<file path="src/rtl/prim_arb_pkg.sv">
// Shared types and the wrap-around priority scan for the round-robin arbiter.
package prim_arb_pkg;

    typedef enum logic {ARB_IDLE, ARB_LOCKED} arb_state_e;

    // Largest requester count the scan function supports.
    localparam int unsigned ARB_MAX_N = 32;
    localparam int unsigned ARB_IDX_W = 5;

    // First set bit of req scanning ptr, ptr+1, ... wrapping at n-1 -> 0; returns ptr if none set.
    function automatic logic [ARB_IDX_W-1:0] rr_pick(
        input logic [ARB_MAX_N-1:0] req,
        input logic [ARB_IDX_W-1:0] ptr,
        input logic [ARB_IDX_W:0]   n
    );
        logic [ARB_IDX_W-1:0] pick;
        logic [ARB_IDX_W:0]   idx;
        logic                 found;
        pick  = ptr;
        found = 1'b0;
        for (int unsigned k = 0; k < ARB_MAX_N; k++) begin
            idx = {1'b0, ptr} + (ARB_IDX_W + 1)'(k);
            if (idx >= n) begin
                idx = idx - n;
            end
            if (!found && (k < 32'(n)) && req[idx[ARB_IDX_W-1:0]]) begin
                pick  = idx[ARB_IDX_W-1:0];
                found = 1'b1;
            end
        end
        return pick;
    endfunction

endpackage

</file>
<file path="src/rtl/prim_arb_rr_if.sv">
// Bundle of the upstream request lanes and the downstream channel of prim_arb_rr.
interface prim_arb_rr_if #(
    parameter int unsigned N     = 4,
    parameter int unsigned WIDTH = 32
);
    localparam int unsigned IDW = (N > 1) ? $clog2(N) : 1;

    logic [N-1:0]       en_i;
    logic [N-1:0]       uvld_i;
    logic [N*WIDTH-1:0] udat_i;
    logic [N-1:0]       ulast_i;
    logic [N-1:0]       urdy_o;
    logic               dstall_i;
    logic               drdy_i;
    logic               dvld_o;
    logic [WIDTH-1:0]   ddat_o;
    logic               dlast_o;
    logic [IDW-1:0]     dsel_o;

    // Producer/consumer side.
    modport master (
        output en_i, uvld_i, udat_i, ulast_i, dstall_i, drdy_i,
        input  urdy_o, dvld_o, ddat_o, dlast_o, dsel_o
    );

    // Arbiter side.
    modport slave (
        input  en_i, uvld_i, udat_i, ulast_i, dstall_i, drdy_i,
        output urdy_o, dvld_o, ddat_o, dlast_o, dsel_o
    );
endinterface

</file>
<file path="src/rtl/prim_skidbuf.sv">
// Two-entry valid/ready skid buffer with registered ready; stall blocks the output side.
module prim_skidbuf #(
    parameter int unsigned WIDTH = 8
) (
    input  logic             clk,
    input  logic             reset,
    input  logic             stall,
    input  logic             uvld,
    input  logic [WIDTH-1:0] udat,
    output logic             urdy,
    output logic             dvld,
    output logic [WIDTH-1:0] ddat,
    input  logic             drdy
);
    logic             out_vld_q;
    logic             skid_vld_q;
    logic [WIDTH-1:0] out_dat_q;
    logic [WIDTH-1:0] skid_dat_q;
    logic             push;
    logic             pop;
    logic             load_out;

    // Ready and valid are forced low while reset is held so nothing moves.
    assign urdy     = !skid_vld_q && !reset;
    assign dvld     = out_vld_q && !stall && !reset;
    assign ddat     = out_dat_q;
    assign push     = uvld && urdy;
    assign pop      = dvld && drdy;
    assign load_out = !out_vld_q || pop;

    // Occupancy: output slot refills from skid first, otherwise from the input.
    always_ff @(posedge clk) begin
        if (reset) begin
            out_vld_q  <= 1'b0;
            skid_vld_q <= 1'b0;
        end else if (load_out) begin
            out_vld_q  <= skid_vld_q || push;
            skid_vld_q <= 1'b0;
        end else if (push) begin
            skid_vld_q <= 1'b1;
        end
    end

    // Payload registers; contents are don't-care while their valid is low.
    always_ff @(posedge clk) begin
        if (load_out) begin
            out_dat_q <= skid_vld_q ? skid_dat_q : udat;
        end
        if (!load_out && push) begin
            skid_dat_q <= udat;
        end
    end
endmodule

</file>
<file path="src/rtl/prim_arb_rr.sv">
// N-way round-robin arbiter with packet lock feeding one skid-buffered downstream channel.
module prim_arb_rr
    import prim_arb_pkg::*;
#(
    parameter int unsigned N     = 4,
    parameter int unsigned WIDTH = 32
) (
    input  logic         clk,
    input  logic         reset,
    prim_arb_rr_if.slave bus
);
    localparam int unsigned IDW = (N > 1) ? $clog2(N) : 1;
    localparam int unsigned SBW = WIDTH + IDW + 1;

    arb_state_e       state_q, state_d;
    logic [IDW-1:0]   ptr_q, ptr_d;
    logic [IDW-1:0]   owner_q, owner_d;
    logic [IDW-1:0]   win;
    logic [IDW-1:0]   gnt;
    logic             gnt_act;
    logic [N-1:0]     cand;
    logic [N-1:0]     urdy;
    logic [WIDTH-1:0] gnt_dat;
    logic             sb_uvld;
    logic             sb_urdy;
    logic [SBW-1:0]   sb_udat;
    logic             sb_dvld;
    logic [SBW-1:0]   sb_ddat;

    // Id following id, wrapping at N-1 (constant 0 when N=1).
    function automatic logic [IDW-1:0] next_id(input logic [IDW-1:0] id);
        return (id == IDW'(N - 1)) ? '0 : id + IDW'(1);
    endfunction

    assign cand = bus.uvld_i & bus.en_i;
    assign win  = IDW'(rr_pick(ARB_MAX_N'(cand), ARB_IDX_W'(ptr_q), (ARB_IDX_W + 1)'(N)));

    // Grant selection and lock/pointer update; an offered but unaccepted grant locks so it cannot be stolen.
    always_comb begin
        state_d = state_q;
        ptr_d   = ptr_q;
        owner_d = owner_q;
        gnt     = owner_q;
        gnt_act = 1'b0;
        case (state_q)
            ARB_IDLE: begin
                if (|cand) begin
                    gnt     = win;
                    gnt_act = 1'b1;
                    if (sb_urdy && bus.ulast_i[win]) begin
                        ptr_d = next_id(win);
                    end else begin
                        state_d = ARB_LOCKED;
                        owner_d = win;
                    end
                end
            end
            ARB_LOCKED: begin
                gnt     = owner_q;
                gnt_act = 1'b1;
                if (sb_urdy && bus.uvld_i[owner_q] && bus.ulast_i[owner_q]) begin
                    state_d = ARB_IDLE;
                    ptr_d   = next_id(owner_q);
                end
            end
        endcase
    end

    // Arbitration state register.
    always_ff @(posedge clk) begin
        if (reset) begin
            state_q <= ARB_IDLE;
            ptr_q   <= '0;
            owner_q <= '0;
        end else begin
            state_q <= state_d;
            ptr_q   <= ptr_d;
            owner_q <= owner_d;
        end
    end

    assign urdy    = gnt_act ? ((N'(1) << gnt) & {N{sb_urdy}}) : '0;
    assign gnt_dat = bus.udat_i[32'(gnt) * WIDTH +: WIDTH];
    assign sb_uvld = |(urdy & bus.uvld_i);
    assign sb_udat = {bus.ulast_i[gnt], gnt, gnt_dat};

    prim_skidbuf #(.WIDTH(SBW)) u_skid (
        .clk   (clk),
        .reset (reset),
        .stall (bus.dstall_i),
        .uvld  (sb_uvld),
        .udat  (sb_udat),
        .urdy  (sb_urdy),
        .dvld  (sb_dvld),
        .ddat  (sb_ddat),
        .drdy  (bus.drdy_i)
    );

    assign bus.urdy_o = urdy;
    assign bus.dvld_o = sb_dvld;
    assign {bus.dlast_o, bus.dsel_o, bus.ddat_o} = sb_ddat;
endmodule

</file>
<file path="src/flat_wrapper.sv">
// flat-port wrapper written by rule: the top's interface ports become plain ports
module prim_arb_rr_flat import prim_arb_pkg::*;
#(
    parameter int unsigned N     = 4,
    parameter int unsigned WIDTH = 32
)
  (clk, reset, bus_en_i, bus_uvld_i, bus_udat_i, bus_ulast_i, bus_dstall_i, bus_drdy_i, bus_urdy_o, bus_dvld_o, bus_ddat_o, bus_dlast_o, bus_dsel_o);
  prim_arb_rr_if #(.N(N), .WIDTH(WIDTH)) bus_i ();
  input  logic clk;
  input  logic reset;
  input wire logic [$bits(bus_i.en_i)-1:0] bus_en_i;
  input wire logic [$bits(bus_i.uvld_i)-1:0] bus_uvld_i;
  input wire logic [$bits(bus_i.udat_i)-1:0] bus_udat_i;
  input wire logic [$bits(bus_i.ulast_i)-1:0] bus_ulast_i;
  input wire logic [$bits(bus_i.dstall_i)-1:0] bus_dstall_i;
  input wire logic [$bits(bus_i.drdy_i)-1:0] bus_drdy_i;
  output wire logic [$bits(bus_i.urdy_o)-1:0] bus_urdy_o;
  output wire logic [$bits(bus_i.dvld_o)-1:0] bus_dvld_o;
  output wire logic [$bits(bus_i.ddat_o)-1:0] bus_ddat_o;
  output wire logic [$bits(bus_i.dlast_o)-1:0] bus_dlast_o;
  output wire logic [$bits(bus_i.dsel_o)-1:0] bus_dsel_o;
  assign bus_i.en_i = bus_en_i;
  assign bus_i.uvld_i = bus_uvld_i;
  assign bus_i.udat_i = bus_udat_i;
  assign bus_i.ulast_i = bus_ulast_i;
  assign bus_i.dstall_i = bus_dstall_i;
  assign bus_i.drdy_i = bus_drdy_i;
  assign bus_urdy_o = bus_i.urdy_o;
  assign bus_dvld_o = bus_i.dvld_o;
  assign bus_ddat_o = bus_i.ddat_o;
  assign bus_dlast_o = bus_i.dlast_o;
  assign bus_dsel_o = bus_i.dsel_o;
  prim_arb_rr #(.N(N), .WIDTH(WIDTH)) u_core (.clk(clk), .reset(reset), .bus(bus_i));
endmodule
</file>
<file path="config.mk">
export PLATFORM = sky130hd
export DESIGN_NAME = prim_arb_rr_flat
export DESIGN_NICKNAME = d
export VERILOG_FILES = /design/src/rtl/prim_arb_pkg.sv /design/src/rtl/prim_arb_rr_if.sv /design/src/rtl/prim_skidbuf.sv /design/src/rtl/prim_arb_rr.sv /design/src/flat_wrapper.sv
export SDC_FILE = /design/constraint.sdc
export NUM_CORES = 1
export LEC_CHECK = 0
export CAP_MARGIN = 5
export CORE_UTILIZATION = 45
export DETAILED_ROUTE_END_ITERATION = 6
export GPL_TIMING_DRIVEN = 0
export PLACE_DENSITY = 0.87
export SLEW_MARGIN = 20
export SYNTH_ARGS = -nofsm -noshare
export SYNTH_HDL_FRONTEND = slang
export SYNTH_SLANG_ARGS = --single-unit
</file>
<file path="constraint.sdc">
create_clock -name clk -period 15.09 [get_ports clk]
set_clock_uncertainty 0.05 [all_clocks]
set_input_delay 3.018 -clock clk [delete_from_list [all_inputs] [get_ports clk]]
set_output_delay 3.018 -clock clk [all_outputs]
set_load 0.005 [all_outputs]
</file>
==> flow_summary.json <==
{
  "status": "finished, final reports clean",
  "seq_area_sq_um": 2242,
  "path_max_fanout": 10,
  "hold_depth": 1,
  "die_h_um": 105.5,
  "fin_crit_sh_pct": 61.45,
  "tns_ns": 0,
  "overflow": 0,
  "post_cts_resized": 0,
  "cellLeakagePower_nw": 2.481,
  "cpMostUsedCell": "clkdlybuf4s50_1",
  "end_kind": "output port",
  "syn_to_final_growth_pct": 46.42,
  "drcViolationCount": 0,
  "grt_usage_pct": 23.76,
  "port-buffer-count": 183,
  "via_per_inst": 5.453,
  "rows": 37,
  "antenna_found_initial": 0,
  "cts_made_buffers": 9,
  "htree_levels": 3,
  "cp.buffers_inverters": 5,
  "yosysSeqAreaShare_pct": 46.52,
  "core_region_area_sq_um": 10370,
  "num_io_pins": 184,
  "max_cap_violations": 0,
  "numClockSinks": 77,
  "hold_start": "u_core.u_skid.skid_dat_q[14]",
  "placed_cell_area_sq_um": 6865,
  "min_delay_worst_endpoint": "u_core.u_skid.ddat[14]",
  "ys_types": 59,
  "grt_setup_unrepaired": "false",
  "synth_edf_count": 70,
  "rrSetupSlack_ns": 11.02,
  "setup_viol": 0,
  "final_area_sq_um": 7057,
  "fmax_mhz": 107.8,
  "drtAntennaViolNets": 0,
  "multi_input_area_sq_um": 2384,
  "rr_startpoint": "u_core.ptr_q[1]",
  "layout.cells.most_common": "clkdlybuf4s50_1",
  "worstPathRequired_ns": 12.02,
  "startpoint_type": "input pin",
  "finalHoldViolCount": 0,
  "cp.arrival_ns": 6.20,
  "drt_iter0_drc": 183,
  "netlist_area_sq_um": 4820,
  "setup_slack_ns": 5.817,
  "via_count": 3877,
  "antenna_cells": 0,
  "fin_crit_ns": 9.273,
  "grt_pass1_vias": 4116,
  "clockRootBuffer": "clkbuf_8",
  "reg2reg_depth": 13,
  "synth_top_family_by_area": "multiplexers",
  "post-place-ws_ns": 5.833,
  "p_per_area_nw_per_um2": 180.0,
  "cts_hold_buf": 0,
  "slew-limit-headroom_pct": 29.71,
  "avgRoutedWirePerCell_um": 18.29,
  "tightest_slew_ns": 1.054,
  "yosys_register_bits": 77,
  "grt_pass1_wl_um": 20580,
  "layout_common_cells": "clkdlybuf4s50_1 (183), mux2i_1 (104), edfxtp_1 (70), o21a_1 (34), a22oi_2 (28)",
  "clockBufferDepth": 2,
  "grt_start_max_net_pins": 39,
  "postCtsSetupBuffers": 0,
  "die-area_sq_um": 11130,
  "clock_latency_ns": 0.34,
  "firstDrtPassIters": 5,
  "yosysWarnings": 0,
  "synthSimpleGateAreaFrac_pct": 6.256,
  "path_cells": "clkdlybuf4s50_1, nand2_2, mux4_2, o21ba_1, or3_1, a31o_1, buf_6, clkinv_4, buf_2, nor3_1, clkdlybuf4s50_1",
  "path_class": "in -> out",
  "synthFlopType": "edfxtp_1",
  "worstReg2RegEnd": "u_core.u_skid.skid_dat_q[14]",
  "nets": 717,
  "dr_wl_met2_um": 6849,
  "synthAdderAreaFrac_pct": 0.7788,
  "synthXorXnorAreaFrac_pct": 0.1817,
  "clk_pin_slew_worst_paths_ns": 0.07,
  "cts_tree": "built",
  "dp_hpwl_um": 9876,
  "wl_met1_um": 5233,
  "cp_slowest_cell": "clkdlybuf4s50_1",
  "layout-drive-gt1-share_pct": 15.48,
  "max_stage_delay_ns": 0.59,
  "peakVddDrop_uv": 104.7,
  "syn_nets": 517,
  "async_reset_ff_share_pct": 0,
  "synth_compound_area_share_pct": 17.94,
  "fill_cells": 803,
  "die_w_um": 105.5,
  "hold_class": "reg -> reg",
  "globalplace.congestion": 0.9462,
  "route.met3.wl_um": 818,
  "avgSynthCellArea_sq_um": 13.03,
  "synth_cells": 370,
  "slew_viol_final": 0,
  "wirelength_um": 13010,
  "floorplan.initialDensity_pct": 46.48,
  "highest_layer": "met4",
  "synth.area.mux_share_pct": 24.17,
  "cp_top_family": "buffers and inverters"
}
## synth_stat cells (3+ instances only)
| master | instances | area, sq um |
|---|---|---|
| buf_2 | 6 | 30.03 |
| nand2_1 | 12 | 45.04 |
| a211oi_1 | 3 | 22.52 |
| o21a_1 | 34 | 255.2 |
| edfxtp_1 | 70 | 2102 |
| a22oi_1 | 6 | 45.04 |
| ha_1 | 3 | 37.54 |
| nor2b_1 | 4 | 25.02 |
| and2_1 | 3 | 18.77 |
| nor2_1 | 10 | 37.54 |
| clkbuf_1 | 5 | 18.77 |
| mux4_2 | 4 | 90.09 |
| dfxtp_1 | 7 | 140.1 |
| nor3_1 | 3 | 15.01 |
| buf_4 | 11 | 82.58 |
| mux2i_1 | 104 | 1041 |
| o21ai_0 | 5 | 25.02 |
| a22oi_2 | 28 | 350.3 |
| buf_6 | 4 | 45.04 |
| nand2b_1 | 3 | 18.77 |
## registers in the layout, indices dropped and copies added, names as in the netlist
signal,count
u_core.owner_q,2
u_core.ptr_q,2
u_core.state_q,1
u_core.u_skid.ddat,35
u_core.u_skid.out_vld_q,1
u_core.u_skid.skid_dat_q,35
u_core.u_skid.skid_vld_q,1
## layer usage
layer	global-route usage, %	vias to the layer above
met3	5.133	8
met1	27.77	1877
li1	-	1852
met4	5.060	0
met2	44.41	140
met5	0	-
## per-stage QoR
step	hold WS (ns)	std cells	total power [mW]	utilization, %
detailed placement	0.4592	695	1.123	66.20
global placement	0.4525	689	1.100	65.78
floorplan	0.4472	370	0.8627	-
global route	0.4874	711	1.341	68.05
finish	0.4685	711	1.270	68.05
CTS	0.4745	711	1.279	68.05
## final cells by class
class	count	area share [%]
plain buffers	26	2.500
clock buffers	10	1.809
clock inverters	6	0.9043
inverters	5	0.3369
multi-input cells	262	33.78
flip-flops and latches	77	31.77
well taps	136	2.411
repair buffers	189	26.49
## worst max path at each step
stage                       start                          end  slack [ns]  cells past startpoint
CTS                 bus_uvld_i[1]                bus_urdy_o[0]        5.83                     11
detailed placement  bus_uvld_i[1]                bus_urdy_o[0]        5.83                     11
global placement    bus_uvld_i[0]  u_core.u_skid.skid_dat_q[6]        3.51                     10
floorplan             bus_en_i[3]  u_core.u_skid.skid_dat_q[0]        6.41                      9
finish              bus_uvld_i[1]                bus_urdy_o[0]        5.82                     11
global route        bus_uvld_i[1]                bus_urdy_o[0]        5.67                     11
## power breakdown
group	total [mW]	internal (mW)	switching [mW]
combinational	0.758	0.392	0.366
sequential	0.359	0.339	0.0208
clock	0.152	0.0759	0.0765
total	1.27	0.806	0.464
## cells by family after synthesis
family                   after synthesis
flip-flops                            77
XOR/XNOR                               1
adder cells (fa/ha/maj)                3
multiplexers                         111
buffers and inverters                 31
AO/OA/AOI/OAI                         95
AND/OR/NAND/NOR                       52
Power figures use the tool's default switching activity.
